$ cat config.mk
export PLATFORM = sky130hd
export DESIGN_NAME = seq_lock
export DESIGN_NICKNAME = d
export VERILOG_FILES = /design/src/rtl/seq_lock_pkg.sv /design/src/rtl/seq_lock_next.sv /design/src/rtl/seq_lock.sv
export SDC_FILE = /design/constraint.sdc
export NUM_CORES = 1
export LEC_CHECK = 0
export CORE_MARGIN = 3
export CORE_UTILIZATION = 31
export CTS_CLUSTER_DIAMETER = 40
export CTS_CLUSTER_SIZE = 30
export DETAILED_ROUTE_END_ITERATION = 10
export MAX_ROUTING_LAYER = met4
export PLACE_DENSITY = 0.49
export SKIP_LAST_GASP = 1
export SLEW_MARGIN = 20
export SYNTH_ARGS = -nofsm -noshare
export SYNTH_HDL_FRONTEND = slang
export SYNTH_HIERARCHICAL = 1
export SYNTH_SLANG_ARGS = --single-unit
$ cat constraint.sdc
create_clock -name hwclk -period 2.6 [get_ports hwclk]
set_input_delay 0.52 -clock hwclk [delete_from_list [all_inputs] [get_ports hwclk]]
set_output_delay 0.52 -clock hwclk [all_outputs]
set_load 0.02 [all_outputs]
$ cat src/rtl/seq_lock_pkg.sv
// Shared types and elaboration-time helpers for the seq_lock code detector.
package seq_lock_pkg;

    // Widest packed code: 16 symbols of up to 4 bits each.
    localparam int CODE_MAX_W = 64;

    typedef enum logic [1:0] {
        IDLE    = 2'd0,
        ENTRY   = 2'd1,
        DONE    = 2'd2,
        LOCKOUT = 2'd3
    } state_t;

    // Symbol width for a given number of buttons, never below one bit.
    function automatic int calc_sym_w(input int n_btn);
        int w;
        w = $clog2(n_btn);
        return (w < 1) ? 1 : w;
    endfunction

    // Progress width: must hold 0..seq_len inclusive.
    function automatic int calc_pw(input int seq_len);
        return $clog2(seq_len + 1);
    endfunction

    // Counter width able to hold 0..max_val, never below one bit.
    function automatic int calc_cnt_w(input int max_val);
        int w;
        w = $clog2(max_val + 1);
        return (w < 1) ? 1 : w;
    endfunction

    // Symbol idx of the packed code, zero-extended to 4 bits.
    function automatic logic [3:0] code_sym(input logic [CODE_MAX_W-1:0] code,
                                            input int sym_w, input int idx);
        logic [CODE_MAX_W-1:0] sh;
        sh = code >> (idx * sym_w);
        return sh[3:0] & 4'((1 << sym_w) - 1);
    endfunction

    // True when code[0..k-2] equals code[p-k+1..p-1], i.e. the first k-1
    // symbols of the code reappear at the tail of the p already-matched ones.
    function automatic bit code_border(input logic [CODE_MAX_W-1:0] code,
                                       input int sym_w, input int p, input int k);
        bit ok;
        ok = 1'b1;
        for (int i = 0; i < k - 1; i++) begin
            if (code_sym(code, sym_w, i) != code_sym(code, sym_w, p - k + 1 + i)) begin
                ok = 1'b0;
            end
        end
        return ok;
    endfunction

endpackage

$ cat src/rtl/seq_lock_next.sv
// Combinational next-progress generator: extends the match when the symbol
// fits, otherwise falls back to the longest code prefix that is still a
// suffix of the entered symbols (overlap-aware, KMP-style).
module seq_lock_next
    import seq_lock_pkg::*;
#(
    parameter int                    SEQ_LEN = 4,
    parameter int                    SYM_W   = 1,
    parameter logic [CODE_MAX_W-1:0] CODE    = 64'b0010
) (
    input  logic [calc_pw(SEQ_LEN)-1:0] p,
    input  logic [SYM_W-1:0]            s,
    output logic [calc_pw(SEQ_LEN)-1:0] nxt
);
    localparam int PW = calc_pw(SEQ_LEN);

    // ext[pp]: symbol extends a match of length pp.
    // cand[pp][k]: symbol leaves a k-long prefix matched when coming from pp.
    logic [SEQ_LEN:0]   ext;
    logic [SEQ_LEN-1:0] cand [SEQ_LEN+1];

    for (genvar pp = 0; pp <= SEQ_LEN; pp++) begin : g_pos
        if (pp < SEQ_LEN) begin : g_ext
            localparam logic [SYM_W-1:0] SYM_P = SYM_W'(code_sym(CODE, SYM_W, pp));
            assign ext[pp] = (s == SYM_P);
        end else begin : g_no_ext
            assign ext[pp] = 1'b0;
        end

        assign cand[pp][0] = 1'b0;

        for (genvar k = 1; k < SEQ_LEN; k++) begin : g_k
            if ((k <= pp) && code_border(CODE, SYM_W, pp, k)) begin : g_live
                localparam logic [SYM_W-1:0] SYM_K = SYM_W'(code_sym(CODE, SYM_W, k - 1));
                assign cand[pp][k] = (s == SYM_K);
            end else begin : g_dead
                assign cand[pp][k] = 1'b0;
            end
        end
    end

    // Select the row for the current progress; extension beats any fallback,
    // and among fallbacks the longest prefix wins.
    always_comb begin
        nxt = '0;
        for (int pp = 0; pp <= SEQ_LEN; pp++) begin
            if (p == PW'(pp)) begin
                for (int k = 1; k < SEQ_LEN; k++) begin
                    if (cand[pp][k]) nxt = PW'(k);
                end
                if (ext[pp]) nxt = PW'(pp + 1);
            end
        end
    end

endmodule

$ cat src/rtl/seq_lock.sv
// Keypad code-sequence detector with inter-press timeout, failure counting
// and timed lockout. All outputs are registered.
//
// state   | meaning
// IDLE    | nothing matched (progress = 0)
// ENTRY   | part of the code matched (0 < progress < SEQ_LEN)
// DONE    | whole code matched (progress = SEQ_LEN)
// LOCKOUT | too many failures; presses ignored until the lock timer expires
module seq_lock
    import seq_lock_pkg::*;
#(
    parameter int                    N_BTN          = 2,
    parameter int                    SEQ_LEN        = 4,
    parameter logic [CODE_MAX_W-1:0] CODE           = 64'b0010,
    parameter int                    TIMEOUT_CYCLES = 36_000_000,
    parameter int                    MAX_FAIL       = 3,
    parameter int                    LOCK_CYCLES    = 120_000_000
) (
    input  logic                            hwclk,
    input  logic                            rst,
    input  logic [N_BTN-1:0]                press,
    output logic [calc_pw(SEQ_LEN)-1:0]     progress,
    output logic                            match,
    output logic                            unlocked,
    output logic                            locked_out,
    output logic [calc_cnt_w(MAX_FAIL)-1:0] fail_cnt
);
    localparam int SYM_W = calc_sym_w(N_BTN);
    localparam int PW    = calc_pw(SEQ_LEN);
    localparam int FW    = calc_cnt_w(MAX_FAIL);
    localparam int IW    = calc_cnt_w(TIMEOUT_CYCLES);
    localparam int LW    = calc_cnt_w(LOCK_CYCLES);

    localparam logic [PW-1:0] P_FULL    = PW'(SEQ_LEN);
    localparam logic [FW-1:0] F_MAX     = FW'(MAX_FAIL);
    localparam logic [IW-1:0] IDLE_LOAD = (TIMEOUT_CYCLES > 0) ? IW'(TIMEOUT_CYCLES - 1) : '0;
    localparam logic [LW-1:0] LOCK_LOAD = (LOCK_CYCLES > 0) ? LW'(LOCK_CYCLES - 1) : '0;

    state_t          state_q, state_d;
    logic [PW-1:0]   progress_q, progress_d;
    logic            match_q, match_d;
    logic            unlocked_q, unlocked_d;
    logic [FW-1:0]   fail_cnt_q, fail_cnt_d;
    logic [IW-1:0]   idle_cnt_q, idle_cnt_d;
    logic [LW-1:0]   lock_cnt_q, lock_cnt_d;

    logic            press_one;
    logic            press_multi;
    logic [SYM_W-1:0] sym;
    logic [PW-1:0]   nxt_prog;
    logic            is_fail;

    // Classify the press vector and encode the single pressed button.
    always_comb begin
        press_one   = (press != '0) && ((press & (press - N_BTN'(1))) == '0);
        press_multi = (press != '0) && !press_one;
        sym         = '0;
        for (int i = 0; i < N_BTN; i++) begin
            if (press[i]) sym = SYM_W'(i);
        end
    end

    seq_lock_next #(
        .SEQ_LEN (SEQ_LEN),
        .SYM_W   (SYM_W),
        .CODE    (CODE)
    ) u_next (
        .p   (progress_q),
        .s   (sym),
        .nxt (nxt_prog)
    );

    // Next-state logic: lockout timing, press handling, idle timeout, failures.
    always_comb begin
        state_d    = state_q;
        progress_d = progress_q;
        match_d    = 1'b0;
        unlocked_d = unlocked_q;
        fail_cnt_d = fail_cnt_q;
        idle_cnt_d = idle_cnt_q;
        lock_cnt_d = lock_cnt_q;
        is_fail    = 1'b0;

        if (state_q == LOCKOUT) begin
            // Presses are ignored here, including in the exit cycle.
            if (lock_cnt_q == '0) begin
                fail_cnt_d = '0;
            end else begin
                lock_cnt_d = lock_cnt_q - LW'(1);
            end
        end else if (press_one) begin
            idle_cnt_d = IDLE_LOAD;
            progress_d = nxt_prog;
            unlocked_d = 1'b0;
            if (nxt_prog == P_FULL) begin
                match_d    = 1'b1;
                unlocked_d = 1'b1;
                fail_cnt_d = '0;
            end else if ((progress_q != '0) && (nxt_prog <= progress_q)) begin
                is_fail = 1'b1;
            end
        end else if (press_multi) begin
            progress_d = '0;
            unlocked_d = 1'b0;
            is_fail    = (progress_q != '0);
        end else if ((TIMEOUT_CYCLES > 0) && (progress_q != '0)) begin
            if (idle_cnt_q == '0) begin
                progress_d = '0;
                unlocked_d = 1'b0;
            end else begin
                idle_cnt_d = idle_cnt_q - IW'(1);
            end
        end

        if (is_fail) begin
            if (fail_cnt_q < F_MAX) fail_cnt_d = fail_cnt_q + FW'(1);
            if ((MAX_FAIL > 0) && (fail_cnt_d == F_MAX)) begin
                progress_d = '0;
                unlocked_d = 1'b0;
                lock_cnt_d = LOCK_LOAD;
            end
        end

        // State follows progress except while the lock timer runs.
        if ((state_q == LOCKOUT) && (lock_cnt_q != '0)) begin
            state_d = LOCKOUT;
        end else if (is_fail && (MAX_FAIL > 0) && (fail_cnt_d == F_MAX)) begin
            state_d = LOCKOUT;
        end else if (progress_d == '0) begin
            state_d = IDLE;
        end else if (progress_d == P_FULL) begin
            state_d = DONE;
        end else begin
            state_d = ENTRY;
        end
    end

    // State and datapath registers with synchronous reset.
    always_ff @(posedge hwclk) begin
        if (rst) begin
            state_q    <= IDLE;
            progress_q <= '0;
            match_q    <= 1'b0;
            unlocked_q <= 1'b0;
            fail_cnt_q <= '0;
            idle_cnt_q <= '0;
            lock_cnt_q <= '0;
        end else begin
            state_q    <= state_d;
            progress_q <= progress_d;
            match_q    <= match_d;
            unlocked_q <= unlocked_d;
            fail_cnt_q <= fail_cnt_d;
            idle_cnt_q <= idle_cnt_d;
            lock_cnt_q <= lock_cnt_d;
        end
    end

    assign progress   = progress_q;
    assign match      = match_q;
    assign unlocked   = unlocked_q;
    assign locked_out = (state_q == LOCKOUT);
    assign fail_cnt   = fail_cnt_q;

endmodule

* Yosys cells after proc, flatten, opt, wreduce, memory -nomap -nowiden
Cells that the tools add are included.
** Word-level totals
- Bits in latches :: 0
- Word-level logic and storage cells :: 93
- Output and inout port bits :: 8
- ROM bits :: 0
- Input port bits :: 4
- Memories :: 0
- Register bits :: 62
- Bits in writable memories :: 0
** Operators by class
- Divide/modulo/power cells :: 0
- Multiplexer cells :: 49
- Reductions and logical operators :: 17
- Add/subtract/negate cells :: 4
- Bitwise logic cells :: 3
- Shifts and indexed selects :: 0
- Multipliers :: 0
- Equality and inequality tests :: 11
- $lt $le $gt $ge :: 2
** Operators with widths (number)
- $mux 27 :: 4
- $mux 26 :: 4
- $mux 3 :: 13
- $logic_not 27->1 :: 1
- $reduce_bool 27->1 :: 1
- $sub 27x1->27 const B :: 1
- $logic_not 26->1 :: 1
- $sub 26x1->26 const B :: 1
- $mux 2 :: 12
- $mux 1 :: 16
- $eq 3x3->1 const B :: 3
- $eq 2x2->1 const B :: 3
- $eq 3x2->1 const B :: 2
- $logic_not 3->1 :: 2
- $logic_and 1x1->1 :: 5
- $ne 2x2->1 const B :: 2
- $reduce_and 4->1 :: 1
- $reduce_bool 2->1 :: 2
- $eq 3x1->1 const B :: 1
- $le 3x3->1 :: 1
- $reduce_bool 3->1 :: 1
- $reduce_or 3->1 :: 1
- $add 2x1->2 const B :: 1
- $and 2x2->2 :: 1
- other kinds (5) :: 6

* Logic depth before layout (Yosys ltp)
Gate-level depths: netlist of the first run.
- Depth in word-level cells :: 23
- Mapped depth :: 11
- Mapped depth without buffers :: 10

* By module
Netlist of the first run, hierarchy kept.
** Modules (own cells, without submodules)
- seq_lock :: times used 1, area an instance 3124.2 µm², sequential area each 1241.2 µm², cells an instance 363
- seq_lock_next :: times used 1, area an instance 58.8 µm², sequential area each 0.0 µm², cells an instance 7

* Worst setup path after synthesis of the first run
No wires, ideal clock.
- Kind :: reg2reg
- From :: register progress_q[0] (netlist: progress[0])
- To :: register lock_cnt_q[12]
- Arrival time :: 2.602 ns
- Cell stages (with the launch flop) :: 11
- Clock period less this slack :: 2.729 ns
- Setup slack :: -0.129 ns
- Required time :: 2.472 ns
- Cell sequence :: dfxtp_1 -> nor4bb_1 -> a311o_1 -> ha_1 -> nor2b_1 -> o21a_1 -> o21a_1 -> or3_1 -> nand2b_1 -> clkbuf_1 -> nor2_1
** Between the ends
- Elaborated cells between the ends (all ways) :: 28
- Those cells by class :: order compare: 1; eq/ne: 6; mux: 18; reduce/logical: 3
** RTL lines
- start, declared :: line seq_lock.sv:40 : logic [PW-1:0] progress_q, progress_d;
- start signal, assigned :: line seq_lock.sv:150 : progress_q <= progress_d;
- $eq 3x1->1 :: line seq_lock_next.sv:47 : if (p == PW'(pp)) begin
- $mux 3 :: line seq_lock_next.sv:47
- $mux 3 :: line seq_lock_next.sv:51 : if (ext[pp]) nxt = PW'(pp + 1);
- $mux 3 (2 in a row) :: line seq_lock_next.sv:47
- $mux 3 (*) :: line seq_lock_next.sv:47
- net nxt_prog[1] :: line seq_lock.sv:50 : logic [PW-1:0] nxt_prog;
- $eq 3x3->1 :: line seq_lock.sv:95 : if (nxt_prog == P_FULL) begin
- $mux 2 :: line seq_lock.sv:95
- $mux 2 :: line seq_lock.sv:91 : end else if (press_one) begin
- $mux 2 :: line seq_lock.sv:84 : if (state_q == LOCKOUT) begin
- $mux 2 :: line seq_lock.sv:116 : if (fail_cnt_q < F_MAX) fail_cnt_d = fail_cnt_q + FW'(1);
- $mux 2 :: line seq_lock.sv:115 : if (is_fail) begin
- $eq 2x2->1 :: line seq_lock.sv:117 : if ((MAX_FAIL > 0) && (fail_cnt_d == F_MAX)) begin
- $mux 27 :: line seq_lock.sv:117
- $mux 27 (*) :: line seq_lock.sv:115
- end signal, assigned :: line seq_lock.sv:155 : lock_cnt_q <= lock_cnt_d;
- end, declared :: line seq_lock.sv:45 : logic [LW-1:0] lock_cnt_q, lock_cnt_d;
The timed path passes the listed nets; every way through them passes the cells marked *. The select of a mux whose other input is x is not followed.
A chain may end at the register's enable or synchronous reset.

* Final worst setup path of the first run
- From :: input press[1]
- To :: register unlocked_q (netlist: unlocked)
** Between the ends
- Elaborated cells between the ends (all ways) :: 37
- Those cells by class :: add/sub: 1; order compare: 1; eq/ne: 2; mux: 26; bitwise: 1; reduce/logical: 6
** RTL lines
- start, declared :: line seq_lock.sv:21 : input logic [N_BTN-1:0] press,
- $mux 1 (*) :: line seq_lock.sv:59 : if (press[i]) sym = SYM_W'(i);
- $mux 2 :: line seq_lock_next.sv:49, seq_lock_next.sv:51
- $mux 3 :: line seq_lock_next.sv:47
- $mux 3 :: line seq_lock_next.sv:51
- $mux 3 (2 in a row) :: line seq_lock_next.sv:47
- $mux 3 (*) :: line seq_lock_next.sv:47
- net nxt_prog[1] :: line seq_lock.sv:50
- $eq 3x3->1 :: line seq_lock.sv:95
- $mux 2 :: line seq_lock.sv:95
- $mux 2 :: line seq_lock.sv:91
- $mux 2 :: line seq_lock.sv:84
- $mux 2 :: line seq_lock.sv:116
- $mux 2 :: line seq_lock.sv:115
- $eq 2x2->1 :: line seq_lock.sv:117
- $mux 1 :: line seq_lock.sv:117
- $mux 1 (*) :: line seq_lock.sv:115
- end signal, assigned :: line seq_lock.sv:152 : unlocked_q <= unlocked_d;
- end, declared :: line seq_lock.sv:42 : logic unlocked_q, unlocked_d;
Marks and branches as above.

==> metrics.md, run 1 <==
| Metric | Value |
|---|---|
| Status | `finished, final reports clean` |
| YS warnings | `6` |
| Multi-input gate area | `1860 µm²` |
| Initial DRC count | `120` |
| Rows | `36` |
| Synthesized netlist cell count | `370` |
| Nets | `434` |
| Initial Util | `32.3%` |
| Largest net degree at the start of global routing | `22` |
| GP Congestion | `0.750` |
| Max-cap violations | `0` |
| Worst-case clock buffer depth | `2` |
| Post-DR vias/cell | `4.90` |
| Clk Latency, worst-skew pair | `0.33 ns` |
| Seq cells post-synth | `62` |
| Peak VDD IR | `0.297 mV` |
| Worst rel slew slack | `58.6%` |
| Vias | `2,739` |
| Leak pwr | `1.49 nW` |
| TritonRoute pass-1 iters | `4` |
| Switching power total | `0.000647 W` |
| Detail Route Antenna Nets | `0` |
| Setup TNS | `0 ns` |
| Fin cells | `559` |
| Worst Tran Pin Value | `0.612 ns` |
| Total wire length | `7090 µm` |
| Final Max Slew Viols | `0` |
| Placed cells | `543` |
| Hpwl dp | `5130 µm` |
| Synth-to-Final Area Change | `25.7%` |
| Clk sinks | `62` |
| Worst R2R Setup Slack | `0.14 ns` |
| Die footprint | `11,500 µm²` |
| Final setup viols | `0` |
| Final hold violations | `0` |
| Commonest cells after routing, fill and taps aside | `dfxtp_1 (61), nor2_1 (41), buf_4 (40)` |
| Root Buffer | `clkbuf_8` |
| Pint | `0.00183 W` |
| FMAX | `396 MHz` |
| TritonCTS Buffers | `9` |
| Clk_skew | `0.00390 ns` |
| Crit path required time | `2.82 ns` |
| IO Pins | `12` |
| Synth Flop Type | `dfxtp_1` |
| Post-CTS Setup Bufs | `0` |
| Die W | `107 µm` |
| Initial antenna violation count | `0` |
| RSZ-0062 raised after global routing | `yes` |
| Ant. Diodes | `0` |
| Most common cell after layout, fill and taps aside | `dfxtp_1` |
| Layout fillers | `1,010` |
| First-pass GRT wire length | `12,400 µm` |
| EDFF count, synth | `0` |
| Worst-path maximum fanout | `4` |
| GRT Util Overall | `13.8%` |
| Synth unique cells | `51` |
| WP data arrival | `2.75 ns` |
| Core Area | `9860 µm²` |
| Post-synthesis sequential area ratio | `39.0%` |
| Routed length per instance | `12.7 µm` |
| Mean Syn Cell Area | `8.60 µm²` |
| Minimum clock period | `2.53 ns` |
| Power density over cell area | `619 nW/µm²` |
| Share of post-route cells with drive strength above 1 | `18.3%` |
| Crit start category | `input pin` |
| Clock power frac | `39.8%` |
| Tcrit/Tclk final | `97.1%` |
| CTS tree | `done` |
| Crit Path Category | `input pin to register` |
| CTS Hold Bufs | `0` |
| Ys async rst share | `0%` |
| Grt ovf | `0` |
| Worst setup EP type | `register` |
| Number of remaining DRC errors | `0` |
| Chip height | `107 µm` |
| Number of global-route vias before repair | `2,599` |
| CTS clk-pin slew, worst paths | `0.07 ns` |
| Tot Pwr | `0.00248 W` |
| Syn Nets | `383` |
| Cell area after synthesis | `3180 µm²` |
| Port Buf Inserts | `11` |
| H-tree level count | `3` |
| Flop pwr share | `42.6%` |
| Worst hold path type | `register to register` |
| Net Sw Frac | `26.1%` |
| Combinational Power Share | `17.7%` |
| Reg area | `1240 µm²` |
[power by group through the flow]
stage | clock network (W) | registers, W | logic [W]
floorplan | 0 | 0.00107 | 0.000297
global route | 0.00108 | 0.00106 | 0.000493
CTS | 0.00104 | 0.00105 | 0.000439
finish | 0.000985 | 0.00105 | 0.000438
global placement | 0 | 0.00107 | 0.000431
detailed placement | 0 | 0.00107 | 0.000433
[Yosys cell counts (3+ instances only)]
cell type  count  share of area [%]
nor3_1        17                2.7
nor3b_1        3               0.71
nor2_1        41                4.8
a31oi_1        8                1.6
or2_2          3               0.59
dfxtp_1       62                 39
or4_1         11                2.6
or3_1          8                1.6
xor2_1        18                5.0
a21oi_1       39                6.1
nand2_1       24                2.8
nand2b_1       4               0.79
nand4_1        5               0.98
inv_1         13                1.5
o21ai_0        7                1.1
nor4_1         8                1.6
nor4b_1        3               0.83
xnor2_1       25                6.9
clkbuf_1      12                1.4
nand3_1        6               0.94
ha_1           9                3.5
nand3b_1       4               0.94
[metrics by stage]
stage	util (%)	area [µm²]	hold WS, ns	setup WS, ns
floorplan	-	3190	0.445	0.00187
global placement	37.9	3740	0.461	-0.491
detailed placement	37.9	3740	0.466	-0.525
CTS	40.5	3990	0.478	0.0724
global route	40.6	4000	0.501	-0.0295
finish	40.6	4000	0.472	0.0744
[state kept, by name, indices dropped and copies added, names as in the netlist]
signal      count
fail_cnt        2
idle_cnt_q     26
lock_cnt_q     27
match           1
progress        3
state_q         2
unlocked        1
[repair_timing]
| action | 4_1_cts | 5_1_grt |
|---|---|---|
| resized for setup | 5 | 1 |
| pin swaps | 0 | 2 |
| endpoints found under the setup margin | 41 | 18 |
[layer usage]
metal	global-route usage, %	vias up	wire length [µm]
li1	-	1425	-
met1	17.3	1283	3520
met2	21.5	29	3360
met3	4.14	2	174
met4	4.33	0	38
met5	-	-	0
[logic make-up after synthesis]
| family | after synthesis | share of synthesized area, % |
|---|---|---|
| AOI/OAI and AO/OA | 69 | 13.6 |
| xor gates and xnor gates | 43 | 11.8 |
| adders and majority gates | 10 | 3.85 |
| buffers and inverters | 27 | 3.26 |
| DFF | 62 | 39.0 |
| and+or+nand+nor | 159 | 28.5 |
[worst paths after layout]
check	depth (start not counted)	end	startpoint
max	11	unlocked	press[1]
min	2	idle_cnt_q[13]	idle_cnt_q[13]
max reg2reg	10	unlocked	progress[0]
min reg2reg	2	idle_cnt_q[13]	idle_cnt_q[13]
[final cells by class]
cell class	count	area share (%)
Sequential cell	62	31.1
Clock buffer	13	4.22
Multi-Input combinational cell	281	46.4
Inverter	13	1.22
Tap cell	133	4.16
Clock inverter	3	1.63
Timing Repair Buffer	54	11.3
[critical path, stage by stage]
cell	delay, ns
dlygate4sd2_1	0.27
nor4bb_1	0.15
a311o_1	0.35
ha_1	0.29
nor2b_1	0.13
o21a_1	0.16
o21a_1	0.18
or3_4	0.40
nand2b_1	0.11
buf_4	0.14
a21oi_1	0.05
(Power assumes the default switching activity.)
==> run 2: changes to the inputs <==
--- a/config.mk
+++ b/config.mk
@@ -6,4 +6,5 @@
 export NUM_CORES = 1
 export LEC_CHECK = 0
+export ABC_CLOCK_PERIOD_IN_PS = 2600
 export CORE_MARGIN = 3
 export CORE_UTILIZATION = 31
==> constraint.sdc (replaced) <==
create_clock -name hwclk -period 2.6 [get_ports hwclk]
set_input_delay 0.52 -clock hwclk [delete_from_list [all_inputs] [get_ports hwclk]]
set_output_delay 0.52 -clock hwclk [all_outputs]
set_load 0.01 [all_outputs]
==> run 2 against run 1 <==
  * Core utilization rose by 0.051 points
  * Clock skew rose by 0.0035 ns
  * Design area rose by 0.12%
  * Clock power fell by 16%
  * Via count fell by 0.51%
  * First-iteration DRC count rose by 6.7%
  * Critical path type unchanged
==> metrics.md, run 2 (synthesis results as in run 1) <==
| Metric | Value |
|---|---|
| Worst-path maximum fanout | `19 (+15)` |
| Total wire length | `7420 µm (+4.6%)` |
| Worst rel slew slack | `61.1% (+2.5 points)` |
| Largest net degree at the start of global routing | `23 (+4.5%)` |
| Crit start category | `input pin` |
| Power density over cell area | `581 nW/µm² (-6.1%)` |
| Post-DR vias/cell | `4.87 (-0.69%)` |
| Reg-to-reg endpoint | `lock_cnt_q[5]` |
| Tcrit/Tclk final | `96.8% (-0.36 points)` |
| Minimum clock period | `2.52 ns (-0.00947 ns)` |
| First-pass GRT wire length | `13,200 µm (+6.1%)` |
| Flop pwr share | `45.3% (+2.7 points)` |
| Post-CTS Setup Bufs | `0 (unchanged)` |
| Placed cells | `543 (unchanged)` |
| CTS tree | `done` |
| Die W | `107 µm (unchanged)` |
| R2r startpoint | `progress[1]` |
| Final hold violations | `0 (unchanged)` |
| Clk Latency, worst-skew pair | `0.35 ns (+0.02 ns)` |
| Vias | `2,725 (-0.51%)` |
| GP Congestion | `0.792 (+5.6%)` |
| TritonRoute pass-1 iters | `4 (unchanged)` |
| WP data arrival | `2.79 ns (+0.04 ns)` |
| Clk sinks | `62 (unchanged)` |
| Port Buf Inserts | `11 (unchanged)` |
| Synth-to-Final Area Change | `25.9%` |
| Worst-case clock buffer depth | `2 (unchanged)` |
| Routed length per instance | `13.2 µm (+4.4%)` |
| Worst R2R Setup Slack | `0.11 ns (-0.03 ns)` |
| Grt ovf | `0 (unchanged)` |
| Top reg by flops | `lock_cnt_q` |
| Crit Path Category | `input pin to register` |
| GRT Util Overall | `14.6% (+0.83 points)` |
| FMAX | `397 MHz (+0.38%)` |
| Number of global-route vias before repair | `2,759 (+6.2%)` |
| Number of remaining DRC errors | `0 (unchanged)` |
| RSZ-0062 raised after global routing | `yes` |
| Clock power frac | `35.5% (-4.3 points)` |
| Net Sw Frac | `28.8% (+2.6 points)` |
| Ant. Diodes | `0 (unchanged)` |
| IO Pins | `12 (unchanged)` |
| Detail Route Antenna Nets | `0 (unchanged)` |
| Switching power total | `0.000670 W (+3.5%)` |
| Final setup viols | `0 (unchanged)` |
| Combinational Power Share | `19.2% (+1.5 points)` |
| Worst Tran Pin Value | `0.580 ns (-0.0319 ns)` |
| Max-cap violations | `0 (unchanged)` |
| Hold depth | `2 (unchanged)` |
| Initial DRC count | `128 (+6.7%)` |
| Leak pwr | `1.49 nW (about the same)` |
| Setup TNS | `0 ns (unchanged)` |
| Root Buffer | `clkbuf_8` |
| Commonest cells after routing, fill and taps aside | `dfxtp_1 (61), nor2_1 (41), buf_4 (40)` |
| R2r worst-path depth | `9 (-1)` |
| Initial antenna violation count | `0 (unchanged)` |
| Max reg flops | `27 (unchanged)` |
| Pint | `0.00166 W (-9.4%)` |
| Status | `finished, final reports clean` |
| H-tree level count | `3 (unchanged)` |
| Hpwl dp | `5280 µm (+2.9%)` |
| Core Area | `9860 µm² (unchanged)` |
| HP Start | `idle_cnt_q[13]` |
| CTS clk-pin slew, worst paths | `0.07 ns (about the same)` |
| Die footprint | `11,500 µm² (unchanged)` |
| TritonCTS Buffers | `9 (unchanged)` |
| Hold path endpoint | `idle_cnt_q[13]` |
| Nets | `435 (+0.23%)` |
| Crit path required time | `2.88 ns (+0.06 ns)` |
| Clk_skew | `0.00741 ns (+0.00350 ns)` |
| Worst setup EP type | `register` |
| Share of post-route cells with drive strength above 1 | `20.1% (+1.8 points)` |
| Initial Util | `32.3% (unchanged)` |
| Rows | `36 (unchanged)` |
| Final Max Slew Viols | `0 (unchanged)` |
| Worst hold path type | `register to register` |
| Chip height | `107 µm (unchanged)` |
| Fin cells | `560 (+0.18%)` |
| Most common cell after layout, fill and taps aside | `dfxtp_1` |
| Peak VDD IR | `0.413 mV (+39%)` |
-- run 2: cell types whose count changed in the layout (fill, tap and decap cells not counted), sizes merged --
cell | previous run | this run
clkinv | 1 | 5
clkbuf | 13 | 10
buf | 43 | 44
bufinv | 2 | 1
-- run 2: power by group through the flow --
| stage | sequential, W | clock, W | combinational (W) |
|---|---|---|---|
| 6_report | 0.00105 | 0.000826 | 0.000448 |
| 5_1_grt | 0.00106 | 0.000899 | 0.000507 |
| 4_1_cts | 0.00105 | 0.000865 | 0.000444 |
| 3_5_place_dp | 0.00107 | 0 | 0.000440 |
| 3_3_place_gp | 0.00107 | 0 | 0.000436 |
| 2_1_floorplan | 0.00106 | 0 | 0.000297 |
-- run 2: worst max path at each step --
stage	end	from
floorplan	progress[0]	press[1]
global placement	lock_cnt_q[23]	press[1]
detailed placement	state_q[0]	press[1]
CTS	idle_cnt_q[21]	press[0]
global route	idle_cnt_q[12]	press[0]
finish	lock_cnt_q[5]	press[1]
-- run 2: area by class of cell --
type | instances | area, µm²
fill | 987 | 5860
multi-input combinational | 281 | 1900
tap | 133 | 166
sequential | 62 | 1240
clock inverter | 6 | 62.6
timing repair buffer | 55 | 460
clock buffer | 10 | 128
inverter | 13 | 48.8
-- run 2: repair_timing --
item                                    CTS  global route
pin swaps                                 0             2
endpoints found under the setup margin   48            34
gates cloned                              0             1
resized for setup                         5            10
hold buffers                              0             0
-- run 2: metal layers --
| metal | global-route usage (%) | part of all wire (%) | up-vias |
|---|---|---|---|
| met1 | 18.7 | 49 | 1253 |
| met4 | 5.59 | 1.8 | 0 |
| met2 | 22.1 | 46 | 27 |
| li1 | - | - | 1433 |
| met5 | - | 0 | - |
| met3 | 4.14 | 3.1 | 12 |
-- run 2: per-stage QoR --
stage / total power (W) / setup WS (ns) / instance area (µm²) / hold WS, ns / utilization, %
after floorplan: 0.00136 / 0.00773 / 3190 / 0.445 / -
after detailed placement: 0.00151 / -0.558 / 3740 / 0.473 / 37.9
after global placement: 0.00151 / -0.493 / 3740 / 0.460 / 37.9
after CTS: 0.00236 / 0.0519 / 3950 / 0.481 / 40.0
final: 0.00233 / 0.0838 / 4010 / 0.478 / 40.6
after global routing: 0.00247 / -0.00232 / 4010 / 0.497 / 40.6
-- run 2: worst max-delay path, stage by stage --
cell,delay [ns]
dlygate4sd2_1,0.28
nor4bb_4,0.18
a311o_1,0.31
ha_1,0.29
nor2b_1,0.13
o21a_1,0.16
o21a_1,0.18
or3_4,0.42
buf_8,0.18
a31oi_1,0.14
